<file path="config.mk">
export PLATFORM = sky130hd
export DESIGN_NAME = mdu_iter_flat
export DESIGN_NICKNAME = d
export VERILOG_FILES = /design/src/rtl/mdu_iter_pkg.sv /design/src/rtl/mdu_iter_if.sv /design/src/rtl/mdu_iter_step.sv /design/src/rtl/mdu_iter.sv /design/src/flat_wrapper.sv
export SDC_FILE = /design/constraint.sdc
export NUM_CORES = 1
export LEC_CHECK = 0
export CORE_ASPECT_RATIO = 1.2
export CORE_MARGIN = 1.5
export CORE_UTILIZATION = 64
export DETAILED_ROUTE_END_ITERATION = 10
export GPL_TIMING_DRIVEN = 0
export HOLD_SLACK_MARGIN = 0.1
export MAX_ROUTING_LAYER = met4
export PLACE_DENSITY = 0.88
export RECOVER_POWER = 50
export SETUP_SLACK_MARGIN = 0.2
export SLEW_MARGIN = 20
export SYNTH_ARGS = -nofsm -noshare
export SYNTH_HDL_FRONTEND = slang
export SYNTH_HIERARCHICAL = 1
export SYNTH_SLANG_ARGS = --single-unit
export TNS_END_PERCENT = 5
</file>
<file path="constraint.sdc">
create_clock -name clk -period 10.29 [get_ports clk]
set_clock_uncertainty 0.15 [all_clocks]
set_input_delay 2.058 -clock clk [delete_from_list [all_inputs] [get_ports clk]]
set_output_delay 2.058 -clock clk [all_outputs]
set_load 0.01 [all_outputs]
</file>
<file path="src/rtl/mdu_iter_pkg.sv">
// mdu_pkg: shared encodings for the iterative multiply/divide unit.
// Op codes, FSM state encoding and flag bit positions within {N,Z,C,V}.
package mdu_pkg;

    typedef enum logic [1:0] {
        OP_MUL  = 2'd0,
        OP_MULH = 2'd1,
        OP_DIV  = 2'd2,
        OP_REM  = 2'd3
    } op_e;

    typedef enum logic [1:0] {
        S_IDLE = 2'd0,
        S_RUN  = 2'd1,
        S_FIX  = 2'd2,
        S_DONE = 2'd3
    } state_e;

    localparam int FLAG_N = 3;
    localparam int FLAG_Z = 2;
    localparam int FLAG_C = 1;
    localparam int FLAG_V = 0;

endpackage

</file>
<file path="src/rtl/mdu_iter_if.sv">
// mdu_iter_if: request and result handshakes of the multiply/divide unit.
// The unit connects through the slave modport, decode/writeback through master.
interface mdu_iter_if #(
    parameter int WIDTH = 32
);
    logic             start_valid;
    logic             start_ready;
    logic [1:0]       op;
    logic             is_signed;
    logic [WIDTH-1:0] a;
    logic [WIDTH-1:0] b;
    logic [3:0]       dest_in;
    logic             kill;
    logic             busy;
    logic             result_valid;
    logic             result_ready;
    logic [WIDTH-1:0] result;
    logic [3:0]       dest_out;
    logic [3:0]       flags;

    modport slave (
        input  start_valid, op, is_signed, a, b, dest_in, kill, result_ready,
        output start_ready, busy, result_valid, result, dest_out, flags
    );

    modport master (
        output start_valid, op, is_signed, a, b, dest_in, kill, result_ready,
        input  start_ready, busy, result_valid, result, dest_out, flags
    );
endinterface

</file>
<file path="src/rtl/mdu_iter_step.sv">
// mdu_step: one combinational iteration on the {hi, lo} working pair.
// Multiply mode: conditional add of the multiplicand, then shift right.
// Divide mode (only with MDU_DIV_EN): restoring compare-subtract, shift left.
module mdu_step #(
    parameter int WIDTH = 32
) (
    input  logic [WIDTH-1:0] i_hi,
    input  logic [WIDTH-1:0] i_lo,
    input  logic [WIDTH-1:0] i_m,
`ifdef MDU_DIV_EN
    input  logic             i_div,
`endif
    output logic [WIDTH-1:0] o_hi,
    output logic [WIDTH-1:0] o_lo
);
    logic [WIDTH:0] w_sum;

    assign w_sum = {1'b0, i_hi} + (i_lo[0] ? {1'b0, i_m} : '0);

`ifdef MDU_DIV_EN
    logic [WIDTH:0]   w_trial;
    logic [WIDTH-1:0] w_diff;
    logic             w_ge;

    // Partial remainder stays below the divisor, so the difference fits WIDTH bits.
    assign w_trial = {i_hi, i_lo[WIDTH-1]};
    assign w_ge    = (w_trial >= {1'b0, i_m});
    assign w_diff  = w_trial[WIDTH-1:0] - i_m;

    // Select shift-add or compare-subtract for this iteration.
    always_comb begin
        o_hi = w_sum[WIDTH:1];
        o_lo = {w_sum[0], i_lo[WIDTH-1:1]};
        if (i_div) begin
            o_hi = w_ge ? w_diff : w_trial[WIDTH-1:0];
            o_lo = {i_lo[WIDTH-2:0], w_ge};
        end
    end
`else
    // Shift-add only: no divider datapath in this build.
    always_comb begin
        o_hi = w_sum[WIDTH:1];
        o_lo = {w_sum[0], i_lo[WIDTH-1:1]};
    end
`endif
endmodule

</file>
<file path="src/rtl/mdu_iter.sv">
// mdu_iter: iterative multiply/divide unit beside the execute stage.
// Operands are reduced to magnitudes at accept, iterated BITS_PER_CYCLE bits
// per clock, then sign-corrected and flagged in a single FIX cycle.
// Optional feature macro: MDU_DIV_EN (DIV/REM datapath).
module mdu_iter
    import mdu_pkg::*;
#(
    parameter int WIDTH          = 32,
    parameter int BITS_PER_CYCLE = 1
) (
    input  logic      clk,
    input  logic      rst,
    mdu_iter_if.slave bus
);
    localparam int N  = WIDTH / BITS_PER_CYCLE;
    localparam int CW = $clog2(N);
    localparam logic [CW-1:0] CNT_LOAD = CW'(N - 1);

    state_e           r_state, w_state_next;
    logic [CW-1:0]    r_cnt;
    logic [WIDTH-1:0] r_hi, r_lo, r_m;
    op_e              r_op;
    logic             r_signed, r_neg_prod;
    logic [3:0]       r_dest, r_flags;
    logic [WIDTH-1:0] r_result;

    logic             w_accept, w_div_op, w_skip_run, w_sa, w_sb;
    logic [WIDTH-1:0] w_abs_a, w_abs_b;
    logic [2*WIDTH-1:0] w_prod;
    logic             w_mul_c;
    logic [WIDTH-1:0] w_fix_result;
    logic             w_fix_c, w_fix_v;
    logic [3:0]       w_fix_flags;
    logic [WIDTH-1:0] w_hi [BITS_PER_CYCLE+1];
    logic [WIDTH-1:0] w_lo [BITS_PER_CYCLE+1];

    assign w_accept = bus.start_valid && (r_state == S_IDLE) && !bus.kill;
    assign w_div_op = bus.op[1];
    assign w_sa     = bus.is_signed & bus.a[WIDTH-1];
    assign w_sb     = bus.is_signed & bus.b[WIDTH-1];
    assign w_abs_a  = w_sa ? -bus.a : bus.a;
    assign w_abs_b  = w_sb ? -bus.b : bus.b;

`ifdef MDU_DIV_EN
    localparam logic [WIDTH-1:0] MOST_NEG = {1'b1, {(WIDTH-1){1'b0}}};
    logic r_neg_rem, r_dz, r_ovf;
    logic w_dz, w_div_mode;
    assign w_dz       = (bus.b == '0);
    assign w_skip_run = w_div_op && w_dz;
    assign w_div_mode = (r_op == OP_DIV) || (r_op == OP_REM);
`else
    assign w_skip_run = w_div_op;
`endif

    // Iteration chain: BITS_PER_CYCLE steps retired per RUN clock.
    assign w_hi[0] = r_hi;
    assign w_lo[0] = r_lo;
    for (genvar gi = 0; gi < BITS_PER_CYCLE; gi++) begin : g_step
        mdu_step #(.WIDTH(WIDTH)) u_step (
            .i_hi (w_hi[gi]),
            .i_lo (w_lo[gi]),
            .i_m  (r_m),
`ifdef MDU_DIV_EN
            .i_div(w_div_mode),
`endif
            .o_hi (w_hi[gi+1]),
            .o_lo (w_lo[gi+1])
        );
    end

    // State register.
    always_ff @(posedge clk) begin
        if (!rst) r_state <= S_IDLE;
        else      r_state <= w_state_next;
    end

    // Next-state: kill returns to IDLE from anywhere.
    always_comb begin
        w_state_next = r_state;
        case (r_state)
            S_IDLE:  if (w_accept) w_state_next = w_skip_run ? S_FIX : S_RUN;
            S_RUN:   if (r_cnt == '0) w_state_next = S_FIX;
            S_FIX:   w_state_next = S_DONE;
            S_DONE:  if (bus.result_ready) w_state_next = S_IDLE;
            default: w_state_next = S_IDLE;
        endcase
        if (bus.kill) w_state_next = S_IDLE;
    end

    // Sign-correct the working pair, pick the output, derive {N,Z,C,V}.
    always_comb begin
        w_prod       = r_neg_prod ? -{r_hi, r_lo} : {r_hi, r_lo};
        // C: the full product does not fit in one WIDTH-bit word.
        w_mul_c      = r_signed ? (w_prod[2*WIDTH-1:WIDTH] != {WIDTH{w_prod[WIDTH-1]}})
                                : (w_prod[2*WIDTH-1:WIDTH] != '0);
        w_fix_result = '0;
        w_fix_c      = 1'b0;
        w_fix_v      = 1'b0;
        case (r_op)
            OP_MUL:  begin w_fix_result = w_prod[WIDTH-1:0];       w_fix_c = w_mul_c; end
            OP_MULH: begin w_fix_result = w_prod[2*WIDTH-1:WIDTH]; w_fix_c = w_mul_c; end
            default: begin
`ifdef MDU_DIV_EN
                // Overflow (MIN / -1) already yields MIN and 0 from magnitudes.
                if (r_dz)                 w_fix_result = (r_op == OP_DIV) ? '1 : r_lo;
                else if (r_op == OP_DIV)  w_fix_result = r_neg_prod ? -r_lo : r_lo;
                else                      w_fix_result = r_neg_rem ? -r_hi : r_hi;
                w_fix_v = r_dz | r_ovf;
`else
                w_fix_v = 1'b1;
`endif
            end
        endcase
        w_fix_flags         = '0;
        w_fix_flags[FLAG_N] = w_fix_result[WIDTH-1];
        w_fix_flags[FLAG_Z] = (w_fix_result == '0);
        w_fix_flags[FLAG_C] = w_fix_c;
        w_fix_flags[FLAG_V] = w_fix_v;
    end

    // Datapath: capture at accept, iterate in RUN, latch outputs in FIX.
    always_ff @(posedge clk) begin
        if (!rst) begin
            r_cnt      <= '0;
            r_hi       <= '0;
            r_lo       <= '0;
            r_m        <= '0;
            r_op       <= OP_MUL;
            r_signed   <= 1'b0;
            r_neg_prod <= 1'b0;
            r_dest     <= '0;
            r_flags    <= '0;
            r_result   <= '0;
`ifdef MDU_DIV_EN
            r_neg_rem  <= 1'b0;
            r_dz       <= 1'b0;
            r_ovf      <= 1'b0;
`endif
        end else if (w_accept) begin
            r_op       <= op_e'(bus.op);
            r_signed   <= bus.is_signed;
            r_dest     <= bus.dest_in;
            r_neg_prod <= w_sa ^ w_sb;
            r_cnt      <= CNT_LOAD;
            r_hi       <= '0;
            if (w_div_op) begin
                r_lo <= w_abs_a;
                r_m  <= w_abs_b;
            end else begin
                r_lo <= w_abs_b;
                r_m  <= w_abs_a;
            end
`ifdef MDU_DIV_EN
            r_neg_rem <= w_sa;
            r_dz      <= w_div_op && w_dz;
            r_ovf     <= w_div_op && bus.is_signed && (bus.a == MOST_NEG) && (bus.b == '1);
            // Divide by zero skips RUN; keep the raw dividend for the remainder.
            if (w_div_op && w_dz) r_lo <= bus.a;
`endif
        end else if (r_state == S_RUN) begin
            r_hi  <= w_hi[BITS_PER_CYCLE];
            r_lo  <= w_lo[BITS_PER_CYCLE];
            r_cnt <= r_cnt - 1'b1;
        end else if (r_state == S_FIX) begin
            r_result <= w_fix_result;
            r_flags  <= w_fix_flags;
        end
    end

    assign bus.start_ready  = (r_state == S_IDLE) && rst;
    assign bus.busy         = (r_state != S_IDLE);
    assign bus.result_valid = (r_state == S_DONE);
    assign bus.result       = r_result;
    assign bus.dest_out     = r_dest;
    assign bus.flags        = r_flags;
endmodule

</file>
<file path="src/flat_wrapper.sv">
// flat-port wrapper written by rule: the top's interface ports become plain ports
module mdu_iter_flat import mdu_pkg::*;
#(
    parameter int WIDTH          = 32,
    parameter int BITS_PER_CYCLE = 1
)
  (clk, rst, bus_start_valid, bus_op, bus_is_signed, bus_a, bus_b, bus_dest_in, bus_kill, bus_result_ready, bus_start_ready, bus_busy, bus_result_valid, bus_result, bus_dest_out, bus_flags);
  mdu_iter_if #(.WIDTH(WIDTH)) bus_i ();
  input  logic clk;
  input  logic rst;
  input wire logic [$bits(bus_i.start_valid)-1:0] bus_start_valid;
  input wire logic [$bits(bus_i.op)-1:0] bus_op;
  input wire logic [$bits(bus_i.is_signed)-1:0] bus_is_signed;
  input wire logic [$bits(bus_i.a)-1:0] bus_a;
  input wire logic [$bits(bus_i.b)-1:0] bus_b;
  input wire logic [$bits(bus_i.dest_in)-1:0] bus_dest_in;
  input wire logic [$bits(bus_i.kill)-1:0] bus_kill;
  input wire logic [$bits(bus_i.result_ready)-1:0] bus_result_ready;
  output wire logic [$bits(bus_i.start_ready)-1:0] bus_start_ready;
  output wire logic [$bits(bus_i.busy)-1:0] bus_busy;
  output wire logic [$bits(bus_i.result_valid)-1:0] bus_result_valid;
  output wire logic [$bits(bus_i.result)-1:0] bus_result;
  output wire logic [$bits(bus_i.dest_out)-1:0] bus_dest_out;
  output wire logic [$bits(bus_i.flags)-1:0] bus_flags;
  assign bus_i.start_valid = bus_start_valid;
  assign bus_i.op = bus_op;
  assign bus_i.is_signed = bus_is_signed;
  assign bus_i.a = bus_a;
  assign bus_i.b = bus_b;
  assign bus_i.dest_in = bus_dest_in;
  assign bus_i.kill = bus_kill;
  assign bus_i.result_ready = bus_result_ready;
  assign bus_start_ready = bus_i.start_ready;
  assign bus_busy = bus_i.busy;
  assign bus_result_valid = bus_i.result_valid;
  assign bus_result = bus_i.result;
  assign bus_dest_out = bus_i.dest_out;
  assign bus_flags = bus_i.flags;
  mdu_iter #(.WIDTH(WIDTH), .BITS_PER_CYCLE(BITS_PER_CYCLE)) u_core (.clk(clk), .rst(rst), .bus(bus_i));
endmodule
</file>
=== After elaboration in Yosys (flattened, before gate mapping) ===
Cells that the tools add are included.

* Add/subtract/negate cells: 5
* Bitwise logic cells: 6
* Muxes and demuxes: 19
* Equality and inequality tests: 8
* Reduce and logical (&&, ||, !) cells: 16

{| class="wikitable"
|+ Operators with widths
! cell !! count
|-
| 2-to-1 mux 32 bit || 7
|-
| 2-to-1 mux 64 bit || 1
|-
| negator 32 bit || 2
|-
| negator 64 bit || 1
|-
| one-hot mux 32 bit (2 select lines) || 1
|-
| adder 32 x 33 -> 33 bit || 1
|-
| zero test 32 bit || 1
|-
| != test 32 bit || 1
|-
| nonzero test 32 bit || 1
|-
| 2-to-1 mux 5 bit || 2
|-
| 2-to-1 mux 2 bit || 4
|-
| one-hot mux 2 bit (4 select lines) || 1
|-
| AND reduction 3 bit || 2
|-
| OR reduction 2 bit || 3
|-
| zero test 5 bit || 1
|-
| subtractor 5 x 1 -> 5 bit (second input constant) || 1
|-
| equality test 2 x 1 -> 1 bit (second input constant) || 2
|-
| equality test 2 bit (second input constant) || 2
|-
| zero test 2 bit || 2
|-
| != test 2 x 1 -> 1 bit (second input constant) || 2
|-
| nonzero test 2 bit || 2
|-
| logical AND 1 bit || 3
|-
| 2-to-1 mux 1 bit || 3
|-
| inverter 1 bit || 3
|-
| 4 further kinds || 5
|}

* Output and inout port bits: 43
* Input bits: 76
* Flip-flop bits (word level): 147
* Word-level logic and storage cells: 65

=== Longest topological paths before layout ===
Gate-level depths: netlist of run 1.

* Depth after elaboration: 5
* Gate-level depth with buffers: 13
* Mapped depth without buffers: 12

=== Hierarchy ===
Netlist of run 1, hierarchy kept.

{| class="wikitable"
|+ By module, submodules not included
! module !! times used !! area an instance (µm²) !! sequential area each (µm²) !! cells an instance
|-
| mdu_iter || 1 || 10161.0 || 2922.8 || 1326
|-
| mdu_step || 1 || 2187.1 || 0.0 || 295
|}

=== Worst setup path after synthesis of run 1 ===
No wires, ideal clock.

* Path type: input to output
* Start: in rst
* End: out bus_start_ready
* Stages: 4
* Path slack: 5.285 ns
* Path buffers: 2
* Data arrival time: 2.797 ns
* Required time: 8.082 ns
* Path through: clkinv_1 clkbuf_1 clkbuf_1 nor2_1

* Longest elaborated chain between the ends: 1

{| class="wikitable"
|+ Ends and longest elaborated chain
! what !! RTL line !! source
|-
| start: declaration || flat_wrapper.sv:10 || <nowiki>input logic rst;</nowiki>
|-
| logical AND 1 bit || mdu_iter.sv:170 || <nowiki>assign bus.start_ready = (r_state == S_IDLE) && rst;</nowiki>
|-
| end: declaration || flat_wrapper.sv:19 || <nowiki>output wire logic [$bits(bus_i.start_ready)-1:0] bus_start_ready;</nowiki>
|}

Every way passes these cells.

=== Worst setup path after layout of run 1 ===
Same ends and word-level chain as after synthesis.

==> results.md, run 1 <==
- Syn Inst Count: 1621
- Status: finished, final reports clean
- Cts hold-fix bufs: 0
- Hold path cells: 2
- Post-synth ARST share: 0%
- Highest clock rate: 0.1434 GHz
- Setup crit start kind: primary input
- # Max-Cap Violations: 0
- Arrival @ worst endpoint: 4.76 ns
- Via density: 6.890
- Synthesized Nets: 1739
- Vias: 13966
- Clock transition at path regs: 0.07 ns
- Fraction of final layout cells with drive strength greater than 1: 7.349%
- Largest net degree at the start of global routing: 17
- Initial Utilization: 65.49%
- Worst slew pin tran: 1.171 ns
- DIE AREA: 0.02014 mm2
- Global-route wire length before repair: 73330 um
- Most common cell after layout, fill and taps aside: nor2_1
- Leakage: 5.742 nW
- HPWL Detailed: 37850 um
- Total number of yosys warnings: 6
- CP Max Fanout: 10
- Cts bufs inserted: 17
- Die span in x: 129.8 um
- Synthesized flop and latch total: 146
- Fin crit period: 6.972 ns
- Worst path required time: 8.08 ns
- Row cnt: 55
- Pins Over Slew Limit: 0
- Relative slew slack: 21.19%
- RR Startpoint: u_core/r_lo[7]
- Worst-Skew Late Latency: 0.44 ns
- DRC: 0
- Clock power share: 38.1%
- HP Class: flop to flop
- DR pass1 iterations: 6
- Inst Count DP: 1993
- Number of synthesized flops with an enable pin: 0
- H-tree depth: 4
- Overall routed net length: 48630 um
- GRT overflow: 0
- Worst reg2reg setup slack: 5.55 ns
- Post-synth top area cell: dfxtp_1
- Mapped Area: 0.01235 mm2
- Root Buffer: clkbuf_16
- Reg2Reg Capture Point: u_core/bus.flags[2]
- Routed wire per std cell: 23.99 um
- CTS Sinks: 146
- Vias in the first global route: 13285
- Setup Buffers After CTS: 0
- Top cells by area, synth: dfxtp_1 (24%), mux2i_1 (6.0%), xor2_1 (5.7%)
- RSZ-0062 raised after global routing: false
- Antenna Nets Post-Route: 0
- Gates resized, CTS repair: 0
- Syn Area/Cell: 7.618 um2
- NumNets Final: 1874
- Final core occ: 76.77%
- DIE HEIGHT: 155.2 um
- Routability Congestion: 1.139
- Fin. Hold Viols: 0
- Final instance area: 0.01448 mm2
- Setup_tns: 0 ns
- Crit end category: output pin
- Synth top area share: 23.67%
- Cell Int Power: 1.161 mW
- Most frequent cells in the layout: nor2_1 (169), nand2_1 (162), dfxtp_1 (146)
- Netlist cell types: 81
- Top Ports: 119
- Period Utilization, post-route: 67.75%
- Sequential Power Share: 35.4%
- FF-to-FF path depth: 11
- P&R area growth vs syn: 17.23%
- Maximum clock insertion buffer count: 2
- Initial antenna violation count: 2
- Register area share after synthesis: 23.67%
- Placed Area: 0.01383 mm2
- P_sw: 0.6081 mW
- Comb power frac: 26.5%
- Core area: 0.01886 mm2
- WS Path Type: primary input to output pin
- Hold Startpoint: u_core/r_m[15]
- Initial DRC Count: 1924
- I/O Buffers: 116
- Switching share of power: 34.37%
- Final non-filler cell total: 2027
- Peak VDD IR: 108.7 uV
- GRT Overall Usage: 49.48%
- TritonCTS clock tree: yes
- Hold EP: u_core/r_m[15]
- Cell area power density: 122.2 mW/mm2
- # setup viols final: 0
- Main synth FF type: dfxtp_1
-- synth_stat cells (all sizes together) (32+ instances only) --
cell    number
buf         51
clkbuf      80
xor2        81
o21ai       56
dfxtp      146
ha          41
o211ai      38
xnor2       73
a21oi      138
nand2      163
a211oi      47
mux2i       74
nor4        32
nor3        38
and2        44
nor2       169
-- cell type report --
cell class / instances / area [um2]
inverter: 31 / 116.4
timing repair buffer: 116 / 1161
fill: 1433 / 4380
tap: 256 / 320.3
antenna: 2 / 5.005
sequential: 146 / 2923
multi-input combinational: 1313 / 8656
clock inverter: 15 / 214.0
buffer: 131 / 654.4
clock buffer: 17 / 425.4
-- flip-flops by register name, indices dropped and copies added, names as in the netlist --
register,count
u_core/r_state,2
u_core/r_hi,32
u_core/r_neg_prod,1
u_core/r_lo,32
u_core/r_cnt,5
u_core/bus.flags,4
u_core/bus.dest_out,4
u_core/r_signed,1
u_core/r_op,2
u_core/bus.result,31
u_core/r_m,32
-- critical path, cell delays in order --
cell and delay (ns):
dlygate4sd3_1 0.63, clkinv_1 0.22, clkbuf_1 0.59, clkbuf_1 0.67
nor2_1 0.08, clkdlybuf4s50_1 0.50
-- per-stage QoR --
step | setup slack, ns | power [mW] | hold WS (ns)
detailed placement | 3.575 | 1.076 | 0.2923
global placement | 3.631 | 1.066 | 0.2873
finish | 3.318 | 1.769 | 0.3043
CTS | 3.541 | 1.745 | 0.3034
floorplan | 5.285 | 0.9079 | 0.2773
global route | 3.347 | 1.821 | 0.3200
-- power groups by stage --
stage	Combinational [mW]	Sequential, mW	Clock (mW)
6_report	0.470	0.626	0.674
4_1_cts	0.448	0.623	0.674
3_3_place_gp	0.434	0.632	0
3_5_place_dp	0.442	0.634	0
5_1_grt	0.491	0.627	0.702
2_1_floorplan	0.282	0.626	0
-- per-layer routing --
metal / part of all wire, % / global-route usage, % / vias up
met5: 0 / - / -
met4: 10 / 41.16 / 0
met3: 10 / 11.11 / 373
met2: 46 / 79.29 / 1080
met1: 33 / 51.41 / 6355
li1: - / - / 6158
-- how the worst max path moves through the flow --
stage | slack (ns) | cells after the start | to | from
after floorplan | 5.28 | 4 | bus_start_ready | rst
after global placement | 3.63 | 6 | bus_start_ready | rst
after detailed placement | 3.58 | 6 | bus_start_ready | rst
after CTS | 3.54 | 6 | bus_start_ready | rst
after global routing | 3.35 | 6 | bus_start_ready | rst
final | 3.32 | 6 | bus_start_ready | rst
-- cell families after synthesis --
| kind of cell | count (synthesis) | share of synthesized area, % |
|---|---|---|
| flip-flops | 146 | 23.67 |
| adder cells (fa/ha/maj) | 42 | 4.317 |
| AO/OA/AOI/OAI | 441 | 24.60 |
| multiplexers | 83 | 6.819 |
| buffers and inverters | 162 | 6.242 |
| AND/OR/NAND/NOR | 593 | 23.43 |
| XOR/XNOR | 154 | 10.92 |
(Power assumes the default switching activity.)
==> run 2: changes to the inputs <==
--- a/config.mk
+++ b/config.mk
@@ -7,12 +7,12 @@
 export LEC_CHECK = 0
 export CORE_ASPECT_RATIO = 1.2
 export CORE_MARGIN = 1.5
-export CORE_UTILIZATION = 64
+export CORE_UTILIZATION = 59
 export DETAILED_ROUTE_END_ITERATION = 10
 export GPL_TIMING_DRIVEN = 0
 export HOLD_SLACK_MARGIN = 0.1
 export MAX_ROUTING_LAYER = met4
-export PLACE_DENSITY = 0.88
+export PLACE_DENSITY = 0.82
 export RECOVER_POWER = 50
 export SETUP_SLACK_MARGIN = 0.2
 export SLEW_MARGIN = 20
==> constraint.sdc (replaced) <==
create_clock -name clk -period 6.5 [get_ports clk]
set_clock_uncertainty 0.15 [all_clocks]
set_input_delay 1.3 -clock clk [delete_from_list [all_inputs] [get_ports clk]]
set_output_delay 1.3 -clock clk [all_outputs]
set_load 0.01 [all_outputs]
==> run 2 against run 1 <==
Sequential power is 58% higher. Combinational power is 57% higher. Setup slack worse by 2.3 ns. Total power is 55% higher. Critical path type unchanged. Count of clock-buffer cells in the layout is 1 higher. Routed wire length is 2.4% lower. Final cell count is 0.39% higher.
==> results.md, run 2 (same netlist as run 1, synthesis figures left out) <==
- Critical path cell sequence: dlygate4sd3_1 > clkinv_1 > clkbuf_1 > clkbuf_1 > nor2_1 > clkdlybuf4s50_1
- Reg2Reg Capture Point: u_core/bus.flags[2]
- CTS Sinks: 146
- Initial DRC Count: 1525
- Maximum clock insertion buffer count: 2
- Routed wire per std cell: 23.32 um
- Most frequent cells in the layout: nor2_1 (169), nand2_1 (162), dfxtp_1 (146)
- Routability Congestion: 1.162
- Setup crit start kind: primary input
- Top flop regs: u_core/r_hi (32), u_core/r_lo (32), u_core/r_m (32)
- Worst reg2reg setup slack: 1.86 ns
- Hold path cells: 2
- Highest clock rate: 0.1836 GHz
- Relative slew slack: 18.57%
- Hold EP: u_core/r_m[12]
- Overall routed net length: 47450 um
- CP Max Fanout: 10
- Grt peak-use layer: met2
- Cts bufs inserted: 17
- Vias in the first global route: 12775
- Arrival @ worst endpoint: 4.00 ns
- RSZ-0062 raised after global routing: false
- HPWL Detailed: 37320 um
- Top cell by count, worst path: clkbuf_1
- NumNets Final: 1874
- GR Util met3: 8.443%
- DR pass1 iterations: 6
- Met2 Track Usage GR: 71.45%
- GRT overflow: 0
- FF-to-FF path depth: 11
- Top Ports: 119
- GRT Overall Usage: 44.05%
- Met1 Use GR: 48.66%
- Placed Area: 0.01384 mm2
- Initial antenna violation count: 1
- Pins Over Slew Limit: 0
- DIE HEIGHT: 161.5 um
- Die span in x: 135.1 um
- DRC: 0
- DIE AREA: 0.02181 mm2
- Setup_tns: 0 ns
- Leakage: 5.708 nW
- Cts hold-fix bufs: 0
- Initial Utilization: 60.54%
- H-tree depth: 4
- Worst path required time: 5.05 ns
- Final instance area: 0.01441 mm2
- Peak VDD IR: 188.1 uV
- Crit end category: output pin
- Largest net degree at the start of global routing: 17
- Fin crit period: 5.448 ns
- Worst-Skew Late Latency: 0.43 ns
- Setup Buffers After CTS: 0
- WS Path Type: primary input to output pin
- Hold Startpoint: u_core/r_m[12]
- TritonCTS clock tree: yes
- Status: finished, final reports clean
- Global-route wire length before repair: 71110 um
- Fin. Hold Viols: 0
- Most common cell after layout, fill and taps aside: nor2_1
- Fraction of final layout cells with drive strength greater than 1: 6.897%
- P&R area growth vs syn: 16.68%
- Worst slew pin tran: 1.210 ns
- Cell area power density: 190.7 mW/mm2
- Vias: 13548
- # setup viols final: 0
- Critical Path Max Stage Delay: 0.75 ns
- Slowest CP cell: clkbuf_1
- # Max-Cap Violations: 0
- Via density: 6.657
- HP Class: flop to flop
- Antenna Nets Post-Route: 0
- RR Startpoint: u_core/r_lo[7]
- Period Utilization, post-route: 83.82%
- Row cnt: 57
- Core area: 0.02040 mm2
- Root Buffer: clkbuf_16
- I/O Buffers: 116
- Clock transition at path regs: 0.07 ns
- Gates resized, CTS repair: 0
run 2: changes by cell type in the layout (fill, tap and decap cells not counted), moves of 2 or more:
cell	previous run	this run
buf_1	10	12
clkbuf_1	82	80
clkdlybuf4s50_1	73	70
clkinv_8	2	0
clkinvlp_4	1	3
dlygate4sd3_1	43	46
o21ai_0	48	50
run 2: worst max-delay path by stage:
stage / startpoint / end / cells after the start
final: rst / bus_start_ready / 6
after global routing: rst / bus_start_ready / 6
after CTS: rst / bus_start_ready / 6
after detailed placement: rst / bus_start_ready / 6
after global placement: rst / bus_start_ready / 6
after floorplan: u_core/r_lo[2] / u_core/bus.flags[1] / 13
run 2: cell type report:
type                            instances  area [um2]
Antenna cell                            1       2.502
Buffer                                131       654.4
Clock buffer                           18       439.2
Clock inverter                         14       166.4
Fill cell                            1746        5989
Inverter                               31       116.4
Multi-Input combinational cell       1313        8613
Sequential cell                       146        2923
Tap cell                              265       331.6
Timing Repair Buffer                  116        1161
run 2: worst max-delay path: cells and delay by family:
family        cells  cell delay, ns
buf+inv           5            2.61
simple gates      1            0.08
run 2: report_power, final:
| part | total (mW) | internal (mW) | switching [mW] |
|---|---|---|---|
| Combinational | 0.737 | 0.276 | 0.461 |
| Sequential | 0.988 | 0.938 | 0.0502 |
| Clock | 1.02 | 0.588 | 0.434 |
| Total | 2.75 | 1.80 | 0.946 |
run 2: routing by layer:
metal | vias to the layer above | part of all wire, %
li1 | 6163 | -
met1 | 6260 | 37
met2 | 874 | 47
met3 | 251 | 8.7
met4 | 0 | 7.9
met5 | - | 0
run 2: per-stage QoR:
step                      util [%]  hold WS (ns)  worst slack, ns  total power [mW]  std cells
after floorplan                  -        0.2773            2.543             1.437       1621
after global placement       67.86        0.2857            1.276             1.698       2002
after detailed placement     67.86        0.2925            1.250             1.708       2002
after CTS                    70.83        0.3014            1.254             2.713       2034
after global routing         70.64        0.3247            1.056             2.828       2035
final                        70.64        0.3040            1.052             2.747       2035
==> run 3: changes to the inputs <==
==> constraint.sdc (replaced) <==
create_clock -name clk -period 5.2 [get_ports clk]
set_clock_uncertainty 0.15 [all_clocks]
set_input_delay 1.04 -clock clk [delete_from_list [all_inputs] [get_ports clk]]
set_output_delay 1.04 -clock clk [all_outputs]
set_load 0.01 [all_outputs]
==> run 3 against run 2 <==
Core utilization about the same. Combinational power increased by 25%. Setup slack got worse by 0.78 ns. Sequential share of layout area about the same. Sequential power increased by 26%. Sequential cell count unchanged. Design area about the same. Non-clock buffer count unchanged. Global-route usage unchanged. Critical path depth unchanged. Routed wire length increased by 0.20%. Critical endpoint unchanged. Largest cell class unchanged. Largest power group unchanged.
==> results.md, run 3 (same netlist as run 1, synthesis figures left out) <==
- Fin. Hold Viols: 0
- Top flop regs: u_core/r_hi (32), u_core/r_lo (32), u_core/r_m (32)
- Critical path cell sequence: dlygate4sd3_1 > clkinv_1 > clkbuf_1 > clkbuf_1 > nor2_1 > clkdlybuf4s50_1
- Clock transition at path regs: 0.07 ns
- P_sw: 1.183 mW
- Initial DRC Count: 1529
- Relative slew slack: 23.15%
- Comb power frac: 26.8%
- Leakage: 5.707 nW
- Worst path required time: 4.01 ns
- Root Buffer: clkbuf_16
- Clock power share: 37.2%
- Layout filler cell count: 1744
- GRT overflow: 0
- Row cnt: 57
- DIE AREA: 0.02181 mm2
- Via density: 6.677
- Peak VDD IR: 235.2 uV
- Status: finished, final reports clean
- Maximum clock insertion buffer count: 2
- DR pass1 iterations: 7
- Overall routed net length: 47540 um
- Routed wire per std cell: 23.36 um
- P&R area growth vs syn: 16.71%
- Largest net degree at the start of global routing: 17
- Sequential Power Share: 36.0%
- I/O Buffers: 116
- Vias: 13588
- Core area: 0.02040 mm2
- CP Max Fanout: 10
- Top cell by count, worst path: clkbuf_1
- Initial antenna violation count: 1
- FF-to-FF path depth: 10
- NumNets Final: 1874
- Crit end category: output pin
- Hold path cells: 2
- Gates resized, CTS repair: 0
- Reg area: 0.002923 mm2
- Setup crit start kind: primary input
- Top Ports: 119
- Highest clock rate: 0.2031 GHz
- Cts bufs inserted: 17
- Most common cell after layout, fill and taps aside: nor2_1
- H-tree depth: 4
- Period Utilization, post-route: 94.69%
- Antenna Nets Post-Route: 0
- Worst-Skew Late Latency: 0.43 ns
- Fraction of final layout cells with drive strength greater than 1: 6.953%
- Fin crit period: 4.924 ns
- DIE HEIGHT: 161.5 um
- Global-route wire length before repair: 71110 um
- Slowest CP cell: clkbuf_1
- GRT Overall Usage: 44.05%
- DRC: 0
- Cell Int Power: 2.252 mW
- Critical Path Max Stage Delay: 0.75 ns
- # setup viols final: 0
- Routability Congestion: 1.162
- Most frequent cells in the layout: nor2_1 (169), nand2_1 (162), dfxtp_1 (146)
- Place WS: 0.4698 ns
- Cell area power density: 238.3 mW/mm2
- # Max-Cap Violations: 0
- WS Path Type: primary input to output pin
- CTS Sinks: 146
- TritonCTS clock tree: yes
- HP Class: flop to flop
- PnR worst setup slack: 0.2761 ns
- Vias in the first global route: 12775
- Setup_tns: 0 ns
- Arrival @ worst endpoint: 3.73 ns
- Multi-input combinational cell area: 0.008617 mm2
- RSZ-0062 raised after global routing: false
- HPWL Detailed: 37320 um
- Die span in x: 135.1 um
- Setup Buffers After CTS: 0
- Initial Utilization: 60.54%
- Pins Over Slew Limit: 0
- Switching share of power: 34.44%
- Worst slew pin tran: 1.142 ns
- Cts hold-fix bufs: 0
run 3: cell types whose count changed in the layout (fill, tap and decap cells not counted), sizes merged:
cell | before | now
clkdlybuf4s50 | 70 | 69
buf | 51 | 50
clkbuf | 98 | 99
dlygate4sd3 | 46 | 47
run 3: per-stage QoR:
stage	hold slack (ns)	total power [mW]	util, %	instances	area (um2)
floorplan	0.2773	1.797	-	1621	12350
global placement	0.2857	2.122	67.86	2002	13840
detailed placement	0.2925	2.135	67.86	2002	13840
CTS	0.3014	3.392	70.83	2034	14450
global route	0.3247	3.534	70.65	2035	14410
finish	0.3045	3.435	70.65	2035	14410
run 3: layer usage:
layer	vias to the layer above	share of wire (%)	track usage, %
li1	6147	-	-
met1	6330	37	48.66
met2	851	47	71.45
met3	260	8.9	8.443
met4	0	7.9	30.45
met5	-	0	-
run 3: layout make-up:
| type | instances | area share (%) |
|---|---|---|
| Clock inverter | 14 | 1.155 |
| Buffer | 131 | 4.541 |
| Tap cell | 265 | 2.301 |
| Timing Repair Buffer | 116 | 8.057 |
| Sequential cell | 146 | 20.28 |
| Clock buffer | 18 | 3.047 |
| Inverter | 31 | 0.8074 |
| Multi-Input combinational cell | 1313 | 59.79 |
| Antenna cell | 1 | 0.01736 |
run 3: power by group through the flow:
stage	clock network, mW	logic [mW]	registers [mW]
2_1_floorplan	0	0.558	1.24
3_3_place_gp	0	0.869	1.25
3_5_place_dp	0	0.879	1.26
4_1_cts	1.28	0.885	1.23
5_1_grt	1.33	0.970	1.24
6_report	1.28	0.922	1.24
run 3: path summary, 6_finish.rpt:
check	startpoint	endpoint	slack, ns
setup reg to reg	u_core/r_lo[7]	u_core/bus.flags[1]	0.58
hold / removal	u_core/r_m[12]	u_core/r_m[12]	0.30
hold reg to reg	u_core/r_m[12]	u_core/r_m[12]	0.30
setup / recovery	rst	bus_start_ready	0.28
run 3: worst max-delay path, delay by kind of cell:
| family | cells | cell delay (ns) |
|---|---|---|
| buf+inv | 5 | 2.61 |
| simple gates | 1 | 0.08 |
